--- src/rtl/fdtd_pkg.sv ---
`default_nettype none
// ============================================================================
// Module      : fdtd_pkg
// Description : Shared types and constants for the FDTD buffer write-back
//               path: job kinds, write-back FSM states and the data_mem word
//               size in bytes.
// Revision    : 1.0 - initial release
// ============================================================================
package fdtd_pkg;

    // Job kinds; the encoding is visible on wb_type_o.
    typedef enum logic [1:0] {
        WB_HY  = 2'd0,
        WB_EZ  = 2'd1,
        WB_SRC = 2'd2
    } wb_job_e;

    // Write-back FSM states.
    typedef enum logic [2:0] {
        IDLE = 3'd0,
        RD   = 3'd1,
        CAP  = 3'd2,
        WR   = 3'd3,
        DONE = 3'd4
    } wb_state_e;

    localparam int WORD_BYTES = 4;
    localparam int WORD_SHIFT = $clog2(WORD_BYTES);

endpackage : fdtd_pkg
`default_nettype wire

--- src/rtl/fdtd_edge_det.sv ---
`default_nettype none
// ============================================================================
// Module      : fdtd_edge_det
// Description : Rising-edge detector for the three write-back start levels
//               with fixed priority Hy > Ez > src. Losing edges are simply
//               not reported.
// Ports       : CLK, RST_N   - clock, asynchronous active-low reset
//               i_level[2:0] - {src, Ez, Hy} start levels
//               o_start[2:0] - one-hot winning edge (same bit order)
//               o_any        - any rising edge this cycle
//               o_job        - job kind of the winning edge
// Revision    : 1.0 - initial release
// ============================================================================
module fdtd_edge_det
    import fdtd_pkg::*;
(
    input  logic        CLK,
    input  logic        RST_N,
    input  logic [2:0]  i_level,
    output logic [2:0]  o_start,
    output logic        o_any,
    output wb_job_e     o_job
);

    logic [2:0] r_level_q;
    logic [2:0] w_rise;

    // History is tracked every cycle, so an edge that is not accepted when
    // it occurs is gone for good.
    always_ff @(posedge CLK or negedge RST_N) begin
        if (!RST_N) begin
            r_level_q <= '0;
        end else begin
            r_level_q <= i_level;
        end
    end

    assign w_rise = i_level & ~r_level_q;
    assign o_any  = |w_rise;

    always_comb begin
        o_start = 3'b000;
        o_job   = WB_HY;
        if (w_rise[0]) begin
            o_start = 3'b001;
            o_job   = WB_HY;
        end else if (w_rise[1]) begin
            o_start = 3'b010;
            o_job   = WB_EZ;
        end else if (w_rise[2]) begin
            o_start = 3'b100;
            o_job   = WB_SRC;
        end
    end

endmodule : fdtd_edge_det
`default_nettype wire

--- src/rtl/fdtd_buf_writeback.sv ---
`default_nettype none
// ============================================================================
// Module      : fdtd_buf_writeback
// Description : Copies a finished Hy or Ez line (or a single Ez source
//               sample) from the ram_buffer into data_mem through a req/gnt
//               write master. One word per RD -> CAP -> WR pass.
// Ports       : CLK, RST_N                 - clock, async active-low reset
//               buffer_size_i              - samples per line (clamped)
//               hy/ez_base_addr_i          - byte address of Hy[0] / Ez[0]
//               src_idx_i                  - Ez index for a src job
//               wrt_{Hy,Ez,src}_start_i    - start levels (rising edge)
//               buf_rd_en/sel/addr_o       - ram_buffer read port
//               buf_{Hy,Ez}_rdata_i        - read data, 1 cycle latency
//               data_req/we/be/addr/wdata_o, data_gnt_i - data_mem master
//               wb_busy_o, wb_done_o, wb_type_o         - job status
// Revision    : 1.0 - initial release
// ============================================================================
module fdtd_buf_writeback
    import fdtd_pkg::*;
#(
    parameter int BUFFER_ADDR_WIDTH = 6,
    parameter int FDTD_DATA_WIDTH   = 16,
    parameter int BUFFER_SIZE       = 50,
    parameter int MEM_ADDR_WIDTH    = 32,
    parameter int MEM_DATA_WIDTH    = 32
) (
    input  logic                          CLK,
    input  logic                          RST_N,
    input  logic [FDTD_DATA_WIDTH-1:0]    buffer_size_i,
    input  logic [MEM_ADDR_WIDTH-1:0]     hy_base_addr_i,
    input  logic [MEM_ADDR_WIDTH-1:0]     ez_base_addr_i,
    input  logic [BUFFER_ADDR_WIDTH-1:0]  src_idx_i,
    input  logic                          wrt_Hy_start_i,
    input  logic                          wrt_Ez_start_i,
    input  logic                          wrt_src_start_i,
    output logic                          buf_rd_en_o,
    output logic                          buf_rd_sel_o,
    output logic [BUFFER_ADDR_WIDTH-1:0]  buf_rd_addr_o,
    input  logic [FDTD_DATA_WIDTH-1:0]    buf_Hy_rdata_i,
    input  logic [FDTD_DATA_WIDTH-1:0]    buf_Ez_rdata_i,
    output logic                          data_req_o,
    input  logic                          data_gnt_i,
    output logic                          data_we_o,
    output logic [3:0]                    data_be_o,
    output logic [MEM_ADDR_WIDTH-1:0]     data_addr_o,
    output logic [MEM_DATA_WIDTH-1:0]     data_wdata_o,
    output logic                          wb_busy_o,
    output logic                          wb_done_o,
    output logic [1:0]                    wb_type_o
);

    localparam int c_cnt_w = $clog2(BUFFER_SIZE + 1);
    localparam int c_ext_w = MEM_DATA_WIDTH - FDTD_DATA_WIDTH;
    localparam logic [c_cnt_w-1:0]           c_cnt_one = c_cnt_w'(1);
    localparam logic [c_cnt_w-1:0]           c_n_max   = c_cnt_w'(BUFFER_SIZE);
    localparam logic [BUFFER_ADDR_WIDTH-1:0] c_idx_one = BUFFER_ADDR_WIDTH'(1);
    localparam logic [BUFFER_ADDR_WIDTH-1:0] c_idx_max = BUFFER_ADDR_WIDTH'(BUFFER_SIZE - 1);
    localparam logic [FDTD_DATA_WIDTH-1:0]   c_size_max = FDTD_DATA_WIDTH'(BUFFER_SIZE);

    wb_state_e                   r_state;
    wb_state_e                   w_next;
    wb_job_e                     r_job;
    logic [MEM_ADDR_WIDTH-1:0]   r_base;
    logic [c_cnt_w-1:0]          r_n;
    logic [c_cnt_w-1:0]          r_cnt;
    logic [BUFFER_ADDR_WIDTH-1:0] r_idx;
    logic [MEM_DATA_WIDTH-1:0]   r_wdata;

    logic [2:0]                  w_start;
    logic                        w_start_any;
    wb_job_e                     w_job;
    logic                        w_accept;
    logic [c_cnt_w-1:0]          w_n_len;
    logic [BUFFER_ADDR_WIDTH-1:0] w_src_idx;
    logic                        w_last;
    logic [FDTD_DATA_WIDTH-1:0]  w_rdata_sel;
    logic [MEM_ADDR_WIDTH-1:0]   w_offset;
    logic [MEM_ADDR_WIDTH-1:0]   w_wr_addr;

    fdtd_edge_det u_edge_det (
        .CLK     (CLK),
        .RST_N   (RST_N),
        .i_level ({wrt_src_start_i, wrt_Ez_start_i, wrt_Hy_start_i}),
        .o_start (w_start),
        .o_any   (w_start_any),
        .o_job   (w_job)
    );

    assign w_accept = (r_state == IDLE) && w_start_any;

    // Line length for the winning job: src jobs always move one sample.
    always_comb begin
        w_n_len = '0;
        if (w_start[2]) begin
            w_n_len = c_cnt_one;
        end else if (buffer_size_i > c_size_max) begin
            w_n_len = c_n_max;
        end else begin
            w_n_len = buffer_size_i[c_cnt_w-1:0];
        end
    end

    // Keeps the read index inside the physical line even for a bad src_idx.
    assign w_src_idx = (src_idx_i > c_idx_max) ? c_idx_max : src_idx_i;

    // Word count is kept apart from the buffer index because a src job
    // starts at a non-zero index but still writes only one word.
    assign w_last      = (r_cnt + c_cnt_one) == r_n;
    assign w_rdata_sel = (r_job == WB_HY) ? buf_Hy_rdata_i : buf_Ez_rdata_i;
    assign w_offset    = {{(MEM_ADDR_WIDTH - BUFFER_ADDR_WIDTH){1'b0}}, r_idx} << WORD_SHIFT;
    assign w_wr_addr   = r_base + w_offset;

    // ---------------------------------------------------------------- state
    always_ff @(posedge CLK or negedge RST_N) begin
        if (!RST_N) begin
            r_state <= IDLE;
        end else begin
            r_state <= w_next;
        end
    end

    // ----------------------------------------------------------- next state
    always_comb begin
        w_next = r_state;
        case (r_state)
            IDLE: begin
                if (w_accept) begin
                    w_next = (w_n_len == '0) ? DONE : RD;
                end
            end
            RD:   w_next = CAP;
            CAP:  w_next = WR;
            WR: begin
                if (data_gnt_i) begin
                    w_next = w_last ? DONE : RD;
                end
            end
            DONE:    w_next = IDLE;
            default: w_next = IDLE;
        endcase
    end

    // ------------------------------------------------------------- datapath
    always_ff @(posedge CLK or negedge RST_N) begin
        if (!RST_N) begin
            r_job   <= WB_HY;
            r_base  <= '0;
            r_n     <= '0;
            r_cnt   <= '0;
            r_idx   <= '0;
            r_wdata <= '0;
        end else begin
            if (w_accept) begin
                r_job  <= w_job;
                r_base <= w_start[0] ? hy_base_addr_i : ez_base_addr_i;
                r_n    <= w_n_len;
                r_cnt  <= '0;
                r_idx  <= w_start[2] ? w_src_idx : '0;
            end
            if (r_state == CAP) begin
                r_wdata <= {{c_ext_w{w_rdata_sel[FDTD_DATA_WIDTH-1]}}, w_rdata_sel};
            end
            if ((r_state == WR) && data_gnt_i && !w_last) begin
                r_idx <= r_idx + c_idx_one;
                r_cnt <= r_cnt + c_cnt_one;
            end
        end
    end

    // -------------------------------------------------------------- outputs
    // Everything is decoded from the state so that an asynchronous reset
    // clears every output in the same cycle, including an open request.
    always_comb begin
        buf_rd_en_o   = 1'b0;
        buf_rd_sel_o  = 1'b0;
        buf_rd_addr_o = '0;
        data_req_o    = 1'b0;
        data_we_o     = 1'b0;
        data_be_o     = 4'b0000;
        data_addr_o   = '0;
        data_wdata_o  = '0;
        wb_busy_o     = (r_state != IDLE);
        wb_done_o     = 1'b0;
        case (r_state)
            RD: begin
                buf_rd_en_o   = 1'b1;
                buf_rd_sel_o  = (r_job != WB_HY);
                buf_rd_addr_o = r_idx;
            end
            WR: begin
                data_req_o   = 1'b1;
                data_we_o    = 1'b1;
                data_be_o    = 4'b1111;
                data_addr_o  = w_wr_addr;
                data_wdata_o = r_wdata;
            end
            DONE:    wb_done_o = 1'b1;
            default: ;
        endcase
    end

    assign wb_type_o = r_job;

endmodule : fdtd_buf_writeback
`default_nettype wire

--- config.mk ---
export PLATFORM = sky130hd
export DESIGN_NAME = fdtd_buf_writeback
export DESIGN_NICKNAME = d
export VERILOG_FILES = /design/src/rtl/fdtd_pkg.sv /design/src/rtl/fdtd_edge_det.sv /design/src/rtl/fdtd_buf_writeback.sv
export SDC_FILE = /design/constraint.sdc
export NUM_CORES = 1
export LEC_CHECK = 0
export ABC_AREA = 1
export ABC_CLOCK_PERIOD_IN_PS = 1900
export CAP_MARGIN = 20
export CORE_ASPECT_RATIO = 0.6
export CORE_UTILIZATION = 35
export DETAILED_ROUTE_END_ITERATION = 6
export DONT_BUFFER_PORTS = 1
export GPL_ROUTABILITY_DRIVEN = 0
export PLACE_DENSITY = 0.5
export SYNTH_ARGS = -nofsm -noshare
export SYNTH_HDL_FRONTEND = slang
export SYNTH_SLANG_ARGS = --single-unit
--- constraint.sdc ---
create_clock -name CLK -period 1.9 [get_ports CLK]
set_input_delay 0.19 -clock CLK [delete_from_list [all_inputs] [get_ports CLK]]
set_output_delay 0.19 -clock CLK [all_outputs]
set_load 0.05 [all_outputs]
---- After elaboration in Yosys (flattened, before gate mapping) ----
Cells that the tools add are included.
operators by class
  add/subtract/negate cells ............... 3
  $lt $le $gt $ge ......................... 2
  equality and inequality tests ........... 7
  multiplexer cells ....................... 29
  bitwise logic cells ..................... 2
  reduce and logical (&&, ||, !) cells .... 12
operator list
  kind                   number
  $mux W32               3
  $mux W6                9
  $add A32 B8 Y32        1
  $mux W3                7
  $gt A16 B6 Y1 const B  1
  $mux W16               1
  $add A6 B1 Y6 const B  2
  $pmux W3 S4            1
  $eq A3 B2 Y1 const B   2
  $eq A6 B6 Y1           1
  $gt A6 B6 Y1 const B   1
  $logic_not A6 Y1       1
  $mux W2                3
  $mux W1                4
  $mux W4                1
  $ne A2 B2 Y1 const B   2
  $reduce_bool A2 Y1     2
  $and A3 B3 Y3          1
  $eq A3 B1 Y1 const B   1
  $eq A3 B3 Y1 const B   1
  $logic_and A1 B1 Y1    3
  $logic_not A3 Y1       1
  $not A3 Y3             1
  $reduce_bool A3 Y1     1
  4 further kinds        4
storage, ports and cells
  register bits ........................... 74
  bits of input ports ..................... 124
  output and inout bits ................... 82
  logic and storage cells ................. 63

---- Depth between registers and ports, before layout ----
Gate-level depths: netlist (run 1).
  word-level depth ........................ 10
  mapped depth ............................ 15
  depth with buffers taken out ............ 14

---- Cells and area by module ----
Synthesis (run 1) repeated with hierarchy kept, for this count alone.
unflattened totals
  cells, all modules ...................... 764
  area, all modules ....................... 5190.0 µm²
modules (own cells, without submodules)
  module              instances  cells an instance  area an instance (µm²)  seq. area each (µm²)
  fdtd_buf_writeback  1          748                5049.8                  1776.7
  fdtd_edge_det       1          16                 140.1                   75.1

---- Worst setup path after synthesis (run 1) ----
Ideal clock, no wire load.
  path kind ............................... register to output
  from .................................... register r_state[2]
  to ...................................... output port buf_rd_addr_o[0]
  arrival time ............................ 2.640 ns
  required time ........................... 1.710 ns
  setup slack ............................. -0.930 ns
  cell stages (with the launch flop) ...... 4
  buffers on the path ..................... 0
  cell sequence ........................... dfrtp_1 -> nor3_1 -> inv_1 -> nor2_1
on the way
  longest elaborated chain between the ends .. 2
ends and longest elaborated chain
  item                    line                       source
  start, declared         fdtd_buf_writeback.sv:60   wb_state_e r_state;
  start signal, assigned  fdtd_buf_writeback.sv:118  r_state <= w_next;
  $eq A3 B1 Y1            fdtd_buf_writeback.sv:184  case (r_state)
  $mux W6                 fdtd_buf_writeback.sv:184
  end, declared           fdtd_buf_writeback.sv:38   output logic [BUFFER_ADDR_WIDTH-1:0] buf_rd_addr_o,
No other way between the ends.

---- Final worst setup path (run 1) ----
  from .................................... register r_idx[5]
  to ...................................... output port data_addr_o[19]
on the way
  longest elaborated chain between the ends .. 2
ends and longest elaborated chain
  item                    line                       source
  start, declared         fdtd_buf_writeback.sv:66   logic [BUFFER_ADDR_WIDTH-1:0] r_idx;
  start signal, assigned  fdtd_buf_writeback.sv:158  r_idx <= w_start[2] ? w_src_idx : '0;
  start signal, assigned  fdtd_buf_writeback.sv:164  r_idx <= r_idx + c_idx_one;
  $add A32 B8 Y32         fdtd_buf_writeback.sv:111  assign w_wr_addr = r_base + w_offset;
  $mux W32                fdtd_buf_writeback.sv:184
  end, declared           fdtd_buf_writeback.sv:45   output logic [MEM_ADDR_WIDTH-1:0] data_addr_o,
No other way between the ends.

==> results.yml, run 1 <==
status:
  run_status: "finished, violations left"
  failed_checks: "negative hold slack, negative setup slack"
yosys:
  yosysTopAreaCell: "dfrtp_1"
  yosys.cell_types.count: 38
  synth-seq-area-share_pct: 36.0
  yosysWarningCount: 0
  netlist_area_um2: 5140
  post_synth.cell_area_avg_um2: 6.94
  syn-instance-count: 741
  ys_ff_latch: 74
  post_synth_edffs: 0
  synth.top_cell.area_share_pct: 36.0
  synth_top_flop_cell: "dfrtp_1"
  post_synth_main_area_contributors: "dfrtp_1 (36%), nand2_1 (10%), nor2_1 (9.1%), nand3_1 (7.7%), inv_1 (5.3%)"
  number_of_nets_in_the_synthesized_netlist: 874
  postSynth.asyncResetShare_pct: 100
power_and_ir_drop:
  power.total_mw: 18.2
  worst_supply_voltage_drop_on_vdd_v: 0.00120
  power_density_nw_per_um2: 2240
  p_seq_share_pct: 16.2
  power.internal_mw: 8.97
  power.net_switching_mw: 9.27
  clock_power_share_pct: 10.8
  comb_power_share_pct: 73.0
  leakagePower_nw: 3.59
  switching_share_pct: 50.8
timing:
  timing.clock.skew_ps: 12.2
  final_critical_path_setup_slack_ps: -539
  rsz0062_at_grt: "true"
  fmax_mhz: 410
  timing.final.crit_period_ps: 2440
  timing.final.setup_violations: 49
  fin_crit_sh_pct: 128
  slew_headroom_pct: 64.2
  timing.hold.ws_ps: -453
  max_slew.worst_pin.slew_ps: 536
  slew_violations: 0
  timing.final.hold_violations: 74
final_layout:
  diodes: 0
  area_growth_pct: 58.4
  finalNetCount: 993
  post_route_cells_drive_above_1_share_pct: 37.3
worst_setup_path:
  critical_path.most_common_cell: "nand2_2"
  critPathKind: "reg -> out"
  critical-path-max-stage-delay_ps: 420
  worst_ep_required_time_ps: 1710
  critPathTopFamily: "simple AND/OR/NAND/NOR gates"
  critPathCaptureType: "output port"
  cp_cell_sequence: "ha_4 > nand2_4 > inv_4 > nand3_4 > o21ai_4 > nand2_4 > nor2_4 > nand2_2 > inv_2 > nand2_2 > nand2_2 > nor2_4 > buf_12"
  critPathSlowestCell: "dfrtp_1"
  setup.worst_path.start_class: "flop"
  path_buf_inv: 3
  critPathMaxFanout: 7
  critical_path_arrival_ps: 2250
floorplan:
  boundaryPins: 206
  die_h_um: 95.9
  die_area_um2: 15200
  die-width_um: 158
  start_util_pct: 36.7
  floorplan.core_area_um2: 14000
  placement_rows: 33
placement:
  place.port_buffers: 0
  place.detailed.hpwl_mm: 13.6
global_route:
  gr-usage-all-layers_pct: 24.2
  overflow: 0
  grt_antenna_before_repair: 0
  grt_first_pass_wirelength_mm: 27.6
  grt_start_max_net_pins: 75
  grt_pass1_vias: 5177
clock_tree:
  clock_sink_count: 74
  clkTransAtPathRegs_ps: 70
  holdBufCountCts: 6
  clk_latency_ps: 330
  clockRootBuffer: "clkbuf_16"
  cts_tree: "built"
  h-tree-depth: 3
  numCtsBuffers: 9
  maximum_buffer_depth_of_the_clock_tree: 2
drt:
  wl_mm: 19.1
  number_of_remaining_drc_errors: 0
  viasPerCell: 5.28
  detailedRoute.firstIterationViolations: 374
  wire_per_inst_um: 18.1
  drtAntennaViolNets: 0
  drt_pre_antenna_iters: 5
  overall_via_count_from_detail_route: 5579
run:
  timing.max_cap.violations: 0
hold_path:
  worstHoldPathType: "in -> async"
[cell families (layout without fill, tap and decap cells)]
| logic type | after synthesis | after routing | share of synthesized area [%] |
|---|---|---|---|
| AO/OA/AOI/OAI | 128 | 128 | 14.3 |
| XOR/XNOR | 11 | 11 | 1.87 |
| adder cells (fa/ha/maj) | 9 | 9 | 2.34 |
| buffers and inverters | 133 | 257 | 12.3 |
| flip-flops | 74 | 74 | 36.0 |
| AND/OR/NAND/NOR | 386 | 386 | 33.2 |
[worst register-to-register path: cells and delay by family (launching register included)]
family	cells	cell delay, ps
simple gates	8	610
flops	1	390
buf+inv	1	190
xor+xnor	1	160
fa+ha+maj	1	310
[per-layer routing]
layer / vias to the layer above / GRT usage (%) / wire length, um
met5: - / 0 / 0
met4: 0 / 5.21 / 212
met3: 24 / 5.31 / 1560
met2: 258 / 36.1 / 8120
met1: 2629 / 35.4 / 9230
li1: 2668 / - / -
[timing repair]
| item | in CTS | in global routing |
|---|---|---|
| endpoints found under the setup margin | 70 | 112 |
| gates resized for setup | 62 | 72 |
| hold endpoints to repair | 80 | 74 |
| gates cloned | 1 | 4 |
| buffers inserted | 18 | 15 |
| pin swaps | 14 | 23 |
[stage by stage]
step	area (um^2)	cells	setup WS, ps	utilization, %	setup TNS [ps]
after global placement	6840	998	-173	48.9	-2580
after CTS	7650	1039	-538	54.7	-12210
after detailed placement	6840	998	-222	48.9	-3210
after floorplan	5590	741	-207	-	-6420
after global routing	8140	1057	-641	58.2	-17200
final	8140	1057	-539	58.2	-12760
[Yosys cell counts (3+ instances only)]
master,number
buf_2,5
inv_2,5
nand4_1,8
nand3_1,79
nor4_1,3
a31oi_1,34
o21ai_1,5
o22ai_1,19
nor2_4,4
dfrtp_1,74
nand3_2,3
a21oi_1,24
inv_1,73
nor2_1,124
o21ai_0,40
clkbuf_1,19
nand2_2,12
buf_4,27
xor2_1,9
nor3_1,8
nand2_1,137
ha_1,8
[worst paths after layout]
path | endpoint | cells after the start | startpoint | slack [ps]
max | data_addr_o[19] | 13 | r_idx[5] | -540
min | r_base[21] | 0 | RST_N | -450
max reg2reg | r_state[0] | 11 | r_cnt[0] | 120
min reg2reg | r_n[1] | 2 | r_n[1] | 520
max in group asynchronous | r_base[14] | 0 | RST_N | 2210
min in group CLK | r_base[20] | 2 | ez_base_addr_i[20] | 10
[layout make-up]
type / instances / area, um^2
fill: 1218 / 5850
tap: 192 / 240
timing repair buffer: 162 / 2010
sequential: 74 / 1850
clock buffer: 11 / 233
multi-input combinational: 534 / 3390
clock inverter: 5 / 103
inverter: 79 / 313
[placed cells by master, fill, tap and decap left out, types with 3 or more instances in the layout]
cell	netlist	final
nand3_2	3	7
a31oi_1	34	34
nor2_2	2	17
o21ai_2	0	9
o21ai_1	5	7
buf_12	0	39
buf_16	0	4
inv_2	5	8
bufinv_16	0	3
dlygate4sd3_1	0	6
inv_1	73	67
nor2_1	124	81
nand2_1	137	119
dfrtp_1	74	72
a21oi_4	0	7
nand2_2	12	21
ha_4	0	4
buf_8	1	4
a21oi_2	0	11
nand3_4	1	3
nand4_1	8	8
nor3_4	0	4
buf_6	2	25
xor2_1	9	6
o21ai_0	40	28
buf_4	27	79
nor3_1	8	5
clkbuf_16	0	14
nand3_1	79	73
nor2_4	4	32
nand2_4	1	8
a21oi_1	24	6
o22ai_1	19	19
[state kept, by name, indices dropped and copies added (netlist names)]
register / flops
r_cnt: 6
r_base: 32
r_wdata: 16
u_edge_det.r_level_q: 3
r_idx: 6
wb_type_o: 2
r_n: 6
r_state: 3
[power groups by stage]
stage	sequential, mW	combinational [mW]	clock [mW]
finish	2.96	13.3	1.98
floorplan	2.89	7.39	0
global route	3.02	14.1	2.09
detailed placement	2.92	11.2	0
global placement	2.89	11.0	0
CTS	2.91	12.2	2.01
Power figures use the tool's default switching activity.
==> inputs of run 2 (changes only) <==
CORE_UTILIZATION = 45   (was 35)
CTS_CLUSTER_DIAMETER = 80   (was default)
HOLD_SLACK_MARGIN = 0.15   (was default)
PLACE_DENSITY = 0.61   (was 0.5)
==> run 2 against run 1 <==
Net effect:
- the flow still finishes with violations (negative hold slack, negative setup slack)
- core utilization grew 30 points
- first-iteration DRC count is 110% higher
- count of clock-buffer cells in the layout unchanged
- clock skew fell by 5.5 ps
- fmax fell by 8.6%
- via count up 23%
- worst setup slack worse by 230 ps
- sequential share of layout area shrank 3.4 points
- cell count grew 4.4%
- largest power group unchanged
==> results.yml, run 2 (synthesized netlist as in run 1, its figures left out) <==
global_route:
  grt_antenna_before_repair: 1
  grt_first_pass_wirelength_mm: 32.9
  grt_pass1_vias: 6359
  gr-usage-all-layers_pct: 35.5
  grt_start_max_net_pins: 75
  overflow: 0
clock_tree:
  cts_tree: "built"
  clockRootBuffer: "clkbuf_16"
  clk_latency_ps: 340
  numCtsBuffers: 9
  clkTransAtPathRegs_ps: 60
  maximum_buffer_depth_of_the_clock_tree: 2
  clock_sink_count: 74
  h-tree-depth: 3
  holdBufCountCts: 106
worst_setup_path:
  critPathMaxFanout: 6
  rr_endpoint: "r_idx[2]"
  ff_to_ff_path_depth: 11
  reg2reg_from: "r_cnt[1]"
  critical_path_arrival_ps: 2480
  critPathKind: "reg -> out"
  worst_ep_required_time_ps: 1710
  setup.worst_path.start_class: "flop"
  r2r_setup_slack_ps: -10
  critPathCaptureType: "output port"
final_layout:
  finalNetCount: 1091
  reg_top3: "r_base x32, r_wdata x16"
  fin_area_um2: 9570
  area_growth_pct: 86.1
  post_route_cells_drive_above_1_share_pct: 35.7
  layout.cells.most_common_list: "nand2_1 (116), dlygate4sd3_1 (105), nor2_1 (77)"
  largest_register_ffs: 32
  registers.top_by_ff_count: "r_base"
  final_cells: 1103
  layout.cells.most_common: "nand2_1"
drt:
  drtAntennaViolNets: 0
  drt_pre_antenna_iters: 6
  wl_mm: 25.3
  wire_per_inst_um: 23.0
  number_of_remaining_drc_errors: 0
  overall_via_count_from_detail_route: 6881
  viasPerCell: 6.24
  detailedRoute.firstIterationViolations: 786
floorplan:
  placement_rows: 29
  floorplan.core_area_um2: 10800
  start_util_pct: 47.4
  die-width_um: 140
  boundaryPins: 206
  die_area_um2: 11900
  die_h_um: 84.8
power_and_ir_drop:
  power_density_nw_per_um2: 2140
  comb_power_share_pct: 74.6
  clock_power_share_pct: 10.5
  leakagePower_nw: 4.13
  p_seq_share_pct: 14.9
  power.internal_mw: 9.71
  power.net_switching_mw: 10.8
  worst_supply_voltage_drop_on_vdd_v: 0.000970
  switching_share_pct: 52.7
timing:
  slew_headroom_pct: 60.6
  timing.final.crit_period_ps: 2670
  fin_crit_sh_pct: 140
  tns_ps: -20720
  timing.final.setup_violations: 63
  slew_violations: 0
  final_critical_path_setup_slack_ps: -769
  timing.hold.ws_ps: -458
  timing.clock.skew_ps: 6.66
  rsz0062_at_grt: "true"
  max_slew.worst_pin.slew_ps: 586
  fmax_mhz: 375
  timing.final.hold_violations: 74
placement:
  place.port_buffers: 0
  place.detailed.hpwl_mm: 12.8
  placement.cell_area_um2: 6810
  place.detailed.instances: 948
  place_ws_ps: -249
status:
  run_status: "finished, violations left"
  failed_checks: "negative hold slack, negative setup slack"
run:
  timing.max_cap.violations: 0
hold_path:
  worstHoldPathType: "in -> async"
-- run 2: metal layers --
layer / wire, um / track usage (%) / vias to the layer above
li1: - / - / 2864
met1: 9300 / 44.2 / 3269
met2: 11800 / 60.4 / 587
met3: 2780 / 8.78 / 161
met4: 1420 / 12.2 / 0
met5: 0 / 0 / -
-- run 2: how the worst max path moves through the flow --
stage               depth (start not counted)               end  startpoint
global placement                           12   data_addr_o[22]   r_base[2]
detailed placement                         12   data_addr_o[30]   r_base[2]
floorplan                                   5  data_wdata_o[21]  r_state[2]
CTS                                        12   data_addr_o[30]    r_idx[0]
finish                                      7   data_addr_o[27]  r_base[15]
global route                                7   data_addr_o[27]  r_base[15]
-- run 2: area by class of cell --
class | instances | area [um^2]
repair buffers | 259 | 3110
well taps | 139 | 174
diodes | 1 | 2.50
flip-flops and latches | 74 | 1850
clock buffers | 11 | 243
multi-input cells | 535 | 3750
inverters | 79 | 318
clock inverters | 5 | 125
fillers | 474 | 1280
-- run 2: power by group through the flow --
stage / combinational [mW] / sequential (mW) / clock (mW)
floorplan: 7.39 / 2.89 / 0
global placement: 10.9 / 2.85 / 0
detailed placement: 11.1 / 2.88 / 0
CTS: 12.4 / 2.90 / 2.14
global route: 15.8 / 3.08 / 2.22
finish: 15.3 / 3.05 / 2.15
-- run 2: worst max-delay path, cell delays in order, from the launching register on --
cell	delay, ps
dfrtp_1	490
nand2_1	140
nor2_1	370
nor3b_1	510
nand3_4	160
xor2_2	200
nor2_4	120
buf_12	140
-- run 2: metrics by stage --
step / total power, mW / utilization (%)
3_3_place_gp: 13.7 / 62.8
2_1_floorplan: 10.3 / -
4_1_cts: 17.5 / 79.8
6_report: 20.5 / 88.2
3_5_place_dp: 14.0 / 62.8
5_1_grt: 21.1 / 88.2
-- run 2: timing repair --
item	4_1_cts	5_1_grt
endpoints found under the setup margin	71	109
pin swaps	23	41
resized for setup	71	156
endpoints found under the hold margin	132	74
gates cloned	0	7
buffers inserted	15	17
